$ cat src/rtl/i2s_rx_capture_if.sv
// Pin and sample bundle between an I2S CODEC and the i2s_rx_capture receiver.
interface i2s_rx_capture_if #(
  parameter int DATA_W = 24
);
  logic              i2s_bclk;
  logic              i2s_lrclk;
  logic              i2s_data;
  logic [DATA_W-1:0] audio_left;
  logic [DATA_W-1:0] audio_right;
  logic              sample_valid;
  logic              short_word;

  modport slave (
    input  i2s_bclk, i2s_lrclk, i2s_data,
    output audio_left, audio_right, sample_valid, short_word
  );

  modport master (
    output i2s_bclk, i2s_lrclk, i2s_data,
    input  audio_left, audio_right, sample_valid, short_word
  );
endinterface

$ cat src/rtl/i2s_rx_capture.sv
// Philips I2S slave receiver: synchronises BCLK/LRCLK/DATA into clk, deserialises
// left/right words and emits one paired sample per frame; short words are discarded.
module i2s_rx_capture #(
  parameter int DATA_W      = 24,
  parameter int SYNC_STAGES = 2
) (
  input  logic               clk,
  input  logic               reset,
  i2s_rx_capture_if.slave    bus
);
  localparam int CNT_W = $clog2(DATA_W + 1);

  typedef enum logic [1:0] {S_IDLE, S_SHIFT, S_WAIT} state_t;

  state_t                 state_q, state_d;
  logic [SYNC_STAGES-1:0] bclk_sync_q, bclk_sync_d;
  logic [SYNC_STAGES-1:0] lrclk_sync_q, lrclk_sync_d;
  logic [SYNC_STAGES-1:0] data_sync_q, data_sync_d;
  logic                   bclk_prev_q, bclk_prev_d;
  logic                   lr_prev_q, lr_prev_d;
  logic                   chan_q, chan_d;
  logic [CNT_W-1:0]       bit_cnt_q, bit_cnt_d;
  logic [DATA_W-1:0]      shift_q, shift_d;
  logic [DATA_W-1:0]      left_hold_q, left_hold_d;
  logic                   left_ok_q, left_ok_d;
  logic [DATA_W-1:0]      left_q, left_d;
  logic [DATA_W-1:0]      right_q, right_d;
  logic                   valid_q, valid_d;
  logic                   short_q, short_d;

  logic bclk_s, lr_s, data_s, bit_edge, boundary;

  // lrclk and data are read from the same synchroniser stage as bclk to stay aligned.
  assign bclk_s   = bclk_sync_q[SYNC_STAGES-1];
  assign lr_s     = lrclk_sync_q[SYNC_STAGES-1];
  assign data_s   = data_sync_q[SYNC_STAGES-1];
  assign bit_edge = bclk_s & ~bclk_prev_q;
  assign boundary = lr_s != lr_prev_q;

  always_comb begin
    bclk_sync_d  = {bclk_sync_q[SYNC_STAGES-2:0], bus.i2s_bclk};
    lrclk_sync_d = {lrclk_sync_q[SYNC_STAGES-2:0], bus.i2s_lrclk};
    data_sync_d  = {data_sync_q[SYNC_STAGES-2:0], bus.i2s_data};
    bclk_prev_d  = bclk_s;
    state_d      = state_q;
    lr_prev_d    = lr_prev_q;
    chan_d       = chan_q;
    bit_cnt_d    = bit_cnt_q;
    shift_d      = shift_q;
    left_hold_d  = left_hold_q;
    left_ok_d    = left_ok_q;
    left_d       = left_q;
    right_d      = right_q;
    valid_d      = 1'b0;
    short_d      = 1'b0;

    if (bit_edge) begin
      lr_prev_d = lr_s;
      case (state_q)
        S_IDLE: begin
          // Only a fresh left boundary starts a frame; right-first streams wait here.
          if (boundary && !lr_s) begin
            state_d   = S_SHIFT;
            chan_d    = 1'b0;
            bit_cnt_d = '0;
            shift_d   = '0;
            left_ok_d = 1'b0;
          end
        end
        S_SHIFT: begin
          if (boundary) begin
            short_d   = 1'b1;
            left_ok_d = 1'b0;
            bit_cnt_d = '0;
            shift_d   = '0;
            chan_d    = 1'b0;
            state_d   = lr_s ? S_IDLE : S_SHIFT;
          end else begin
            shift_d   = {shift_q[DATA_W-2:0], data_s};
            bit_cnt_d = bit_cnt_q + CNT_W'(1);
            if (bit_cnt_q == CNT_W'(DATA_W - 1)) begin
              state_d = S_WAIT;
              if (!chan_q) begin
                left_hold_d = shift_d;
                left_ok_d   = 1'b1;
              end else if (left_ok_q) begin
                left_d    = left_hold_q;
                right_d   = shift_d;
                valid_d   = 1'b1;
                left_ok_d = 1'b0;
              end
            end
          end
        end
        S_WAIT: begin
          if (boundary) begin
            state_d   = S_SHIFT;
            chan_d    = lr_s;
            bit_cnt_d = '0;
            shift_d   = '0;
            if (!lr_s) begin
              left_ok_d = 1'b0;
            end
          end
        end
        default: state_d = S_IDLE;
      endcase
    end
  end

  always_ff @(posedge clk or posedge reset) begin
    if (reset) begin
      state_q      <= S_IDLE;
      bclk_sync_q  <= '0;
      lrclk_sync_q <= '0;
      data_sync_q  <= '0;
      bclk_prev_q  <= 1'b0;
      lr_prev_q    <= 1'b0;
      chan_q       <= 1'b0;
      bit_cnt_q    <= '0;
      shift_q      <= '0;
      left_hold_q  <= '0;
      left_ok_q    <= 1'b0;
      left_q       <= '0;
      right_q      <= '0;
      valid_q      <= 1'b0;
      short_q      <= 1'b0;
    end else begin
      state_q      <= state_d;
      bclk_sync_q  <= bclk_sync_d;
      lrclk_sync_q <= lrclk_sync_d;
      data_sync_q  <= data_sync_d;
      bclk_prev_q  <= bclk_prev_d;
      lr_prev_q    <= lr_prev_d;
      chan_q       <= chan_d;
      bit_cnt_q    <= bit_cnt_d;
      shift_q      <= shift_d;
      left_hold_q  <= left_hold_d;
      left_ok_q    <= left_ok_d;
      left_q       <= left_d;
      right_q      <= right_d;
      valid_q      <= valid_d;
      short_q      <= short_d;
    end
  end

  assign bus.audio_left   = left_q;
  assign bus.audio_right  = right_q;
  assign bus.sample_valid = valid_q;
  assign bus.short_word   = short_q;
endmodule
$ cat src/flat_wrapper.sv
// flat-port wrapper written by rule: the top's interface ports become plain ports
module i2s_rx_capture_flat 
#(
  parameter int DATA_W      = 24,
  parameter int SYNC_STAGES = 2
)
  (clk, reset, bus_i2s_bclk, bus_i2s_lrclk, bus_i2s_data, bus_audio_left, bus_audio_right, bus_sample_valid, bus_short_word);
  i2s_rx_capture_if #(.DATA_W(DATA_W)) bus_i ();
  input  logic clk;
  input  logic reset;
  input wire logic [$bits(bus_i.i2s_bclk)-1:0] bus_i2s_bclk;
  input wire logic [$bits(bus_i.i2s_lrclk)-1:0] bus_i2s_lrclk;
  input wire logic [$bits(bus_i.i2s_data)-1:0] bus_i2s_data;
  output wire logic [$bits(bus_i.audio_left)-1:0] bus_audio_left;
  output wire logic [$bits(bus_i.audio_right)-1:0] bus_audio_right;
  output wire logic [$bits(bus_i.sample_valid)-1:0] bus_sample_valid;
  output wire logic [$bits(bus_i.short_word)-1:0] bus_short_word;
  assign bus_i.i2s_bclk = bus_i2s_bclk;
  assign bus_i.i2s_lrclk = bus_i2s_lrclk;
  assign bus_i.i2s_data = bus_i2s_data;
  assign bus_audio_left = bus_i.audio_left;
  assign bus_audio_right = bus_i.audio_right;
  assign bus_sample_valid = bus_i.sample_valid;
  assign bus_short_word = bus_i.short_word;
  i2s_rx_capture #(.DATA_W(DATA_W), .SYNC_STAGES(SYNC_STAGES)) u_core (.clk(clk), .reset(reset), .bus(bus_i));
endmodule
$ cat config.mk
export PLATFORM = sky130hd
export DESIGN_NAME = i2s_rx_capture_flat
export DESIGN_NICKNAME = d
export VERILOG_FILES = /design/src/rtl/i2s_rx_capture_if.sv /design/src/rtl/i2s_rx_capture.sv /design/src/flat_wrapper.sv
export SDC_FILE = /design/constraint.sdc
export NUM_CORES = 1
export LEC_CHECK = 0
export BUFFER_PORTS_ARGS = -buffer_cell sky130_fd_sc_hd__buf_4
export CELL_PAD_IN_SITES_DETAIL_PLACEMENT = 2
export CELL_PAD_IN_SITES_GLOBAL_PLACEMENT = 2
export CORE_ASPECT_RATIO = 2
export CORE_MARGIN = 2
export CORE_UTILIZATION = 43
export CTS_CLUSTER_SIZE = 8
export DETAILED_ROUTE_END_ITERATION = 8
export PLACE_DENSITY_LB_ADDON = 0.3
export SYNTH_ARGS = -nofsm -noshare
export SYNTH_HDL_FRONTEND = slang
export SYNTH_SLANG_ARGS = --single-unit
$ cat constraint.sdc
create_clock -name clk -period 9.4 [get_ports clk]
set_clock_uncertainty 0.1 [all_clocks]
set_input_delay 1.41 -clock clk [delete_from_list [all_inputs] [get_ports clk]]
set_output_delay 1.41 -clock clk [all_outputs]
set_load 0.05 [all_outputs]
==> impl_metrics.csv <==
group,metric,value,unit
placed_design,dpl.cell_count,500,
floorplanning,initial_utilization,44.0,%
yosys,synth-edff-count,0,
yosys,syn-instance-count,325,
grt,antenna_found_initial,0,
sta,layout_min_cycle_time,3.70,ns
power,ir_drop,133,uV
worst_setup_path,worstSetupStartpointType,"flip-flop",
final_layout,antenna_cells,0,
grt,first_global_vias,3226,
power,power.density,208,nW/um2
grt,track_usage,22.9,%
clocking,root_buffer,"clkbuf_16",
grt,grt_pass1_wl,18200,um
worst_setup_path,path_cells,"ha_1, and3b_1, nand3_4, nor2_4, buf_4, mux2_2",
worst_setup_path,worst_ep_required_time,9.59,ns
grt,grt_max_degree,59,
sta,post-route-period-util,39.4,%
yosys,synthTopCellsByArea,"dfrtp_1 65%, mux2_2 16%, nand2_1 4.3%",
yosys,synth.avg_cell_area,13.6,um2
worst_setup_path,crit_buf_inv,1,
placed_design,hpwl,6390,um
yosys,synthFlopType,"dfrtp_1",
floorplanning,coreArea,10000,um2
route,drcViolationCount,0,
floorplanning,die_w,75.6,um
clocking,path_clk_slew,0.05,ns
yosys,synth_warnings,0,
final_layout,drive_gt1_share,39.0,%
route,drt_iter0_drc,89,
yosys,syn_area,4410,um2
sta,setup_tns,0,ns
placed_design,gp_congestion,0.806,
floorplanning,die_area,11100,um2
yosys,yosysTopAreaCell,"dfrtp_1",
floorplanning,die_h,147,um
placed_design,port_buffers,54,
worst_setup_path,crit_path_end_kind,"flip-flop",
power,p_leak,2.71,nW
sta,tightestPinTransition,1.11,ns
clocking,clkLatencyLatePin,0.42,ns
clocking,cts_setup_buffers,0,
clocking,cts_tree,"built",
sta,rsz0062_at_grt,"no",
route,antenna_left,0,
final_layout,final_cell_mix,"114 x dfrtp_1, 64 x mux2_2, 56 x buf_4",
route,wl_per_cell,21.0,um
sta,timing.fmax,270,MHz
clocking,holdBufCountCts,0,
worst_setup_path,cp_slowest_cell,"and3b_1",
status,status,"finished, final reports clean",
final_layout,fin_nets,391,
final_layout,final_cells,530,
sta,slew_viol_final,0,
yosys,synth_cell_types,31,
clocking,numClockSinks,114,
floorplanning,num_rows,52,
route,drtPass1Iterations,4,
clocking,htree_levels,4,
worst_setup_path,max_stage_delay,0.94,ns
route,vias,2781,
yosys,synth-seq-cells,114,
yosys,async_flop_share,100,%
clocking,numCtsBuffers,17,
worst_setup_path,cp.arrival,3.90,ns
route,vias_per_cell,5.25,
run,max_cap_viol_count,0,
sta,setup_viol,0,
grt,overflow,0,
yosys,synth-seq-area-share,64.7,%
clocking,clock_path_buffers,2,
sta,hold_violations,0,
clocking,postCtsResizedCells,0,
final_layout,final_common_cell,"dfrtp_1",
worst_setup_path,cpLargestDelayFamily,"simple AND/OR/NAND/NOR gates",
worst_setup_path,cp_max_fo,26,
final_layout,fill_cells,988,
route,drt_wl_total,11100,um
hold_path,hold_class,"flip-flop to flip-flop",
floorplanning,io-pin-count,55,
final_layout,area_growth,23.4,%
yosys,syn-num-nets,332,
worst_setup_path,path_class,"flip-flop to flip-flop",
sta,relSlewSlack,25.5,%
yosys,synth_top_area_share,64.7,%
==> per-stage QoR <==
stage / worst slack, ns / hold WS [ns] / total power, W / util [%] / area [um2]
global placement: 5.84 / 0.233 / 0.000554 / 49.0 / 4900
floorplan: 4.87 / 0.231 / 0.000543 / - / 4410
finish: 5.70 / 0.252 / 0.00113 / 54.3 / 5440
detailed placement: 5.70 / 0.243 / 0.000557 / 49.0 / 4900
CTS: 5.64 / 0.255 / 0.00115 / 54.3 / 5440
global route: 5.48 / 0.256 / 0.00117 / 54.3 / 5440
==> worst reg2reg max path, cell delays in order (launching register included) <==
cell and delay (ns):
dfrtp_1 0.38, ha_1 0.41, and3b_1 0.94, nand3_4 0.22
nor2_4 0.65, buf_4 0.47, mux2_2 0.42
==> metal layers <==
layer,vias up,part of all wire [%],GRT usage [%]
met4,0,2.9,10.3
met1,1475,37,26.2
met2,56,57,38.3
met3,22,3.0,6.58
met5,-,0,0
li1,1228,-,-
==> sequential cells by signal, indices dropped and copies added (netlist names) <==
name	flops
u_core.bus.short_word	1
u_core.bit_cnt_q	5
u_core.bclk_prev_q	1
u_core.shift_q	23
u_core.lrclk_sync_q	2
u_core.state_q	2
u_core.chan_q	1
u_core.data_sync_q	2
u_core.bus.audio_left	24
u_core.bus.sample_valid	1
u_core.bclk_sync_q	2
u_core.lr_prev_q	1
u_core.left_ok_q	1
u_core.bus.audio_right	24
u_core.left_hold_q	24
==> power breakdown <==
part | switching [W] | internal [W]
clock network | 0.000218 | 0.000365
registers | 0.00000778 | 0.000498
logic | 0.0000338 | 0.0000100
==> cell families after synthesis <==
group	after synthesis	share of synthesized area, %
flops	114	64.7
mux	73	18.7
simple gates	73	7.86
compound gates	41	5.05
buf+inv	20	2.73
xor+xnor	2	0.398
fa+ha+maj	2	0.568
==> cells in the mapped netlist, types with 3 or more instances <==
master / n
a21oi_1: 3
dfrtp_1: 114
inv_1: 4
mux2_2: 64
nand2b_1: 3
clkbuf_1: 7
nor2_1: 4
buf_4: 7
mux2_1: 9
o21ai_0: 31
nand2_1: 51
==> final cells by class <==
cell class,instances,area (um2),area share [%]
well taps,135,169,3.11
clock buffers,24,502,9.23
flip-flops and latches,114,2850,52.5
clock inverters,6,30.0,0.552
inverters,4,17.5,0.322
repair buffers,56,420,7.73
multi-input cells,191,1450,26.6
==> final timing paths <==
| check | start | endpoint | slack, ns | depth (start not counted) |
|---|---|---|---|---|
| worst max-delay path | u_core.lr_prev_q | u_core.bus.audio_right[0] | 5.70 | 6 |
| worst min-delay path | u_core.lrclk_sync_q[0] | u_core.lrclk_sync_q[1] | 0.25 | 0 |
| worst max register to register | u_core.lr_prev_q | u_core.bus.audio_right[0] | 5.70 | 6 |
| worst min register to register | u_core.lrclk_sync_q[0] | u_core.lrclk_sync_q[1] | 0.25 | 0 |
| max in group asynchronous | reset | u_core.shift_q[20] | 6.98 | 3 |
| min in group asynchronous | reset | u_core.bus.audio_left[18] | 1.04 | 2 |
Note: power is estimated with default switching activity, not from simulation.
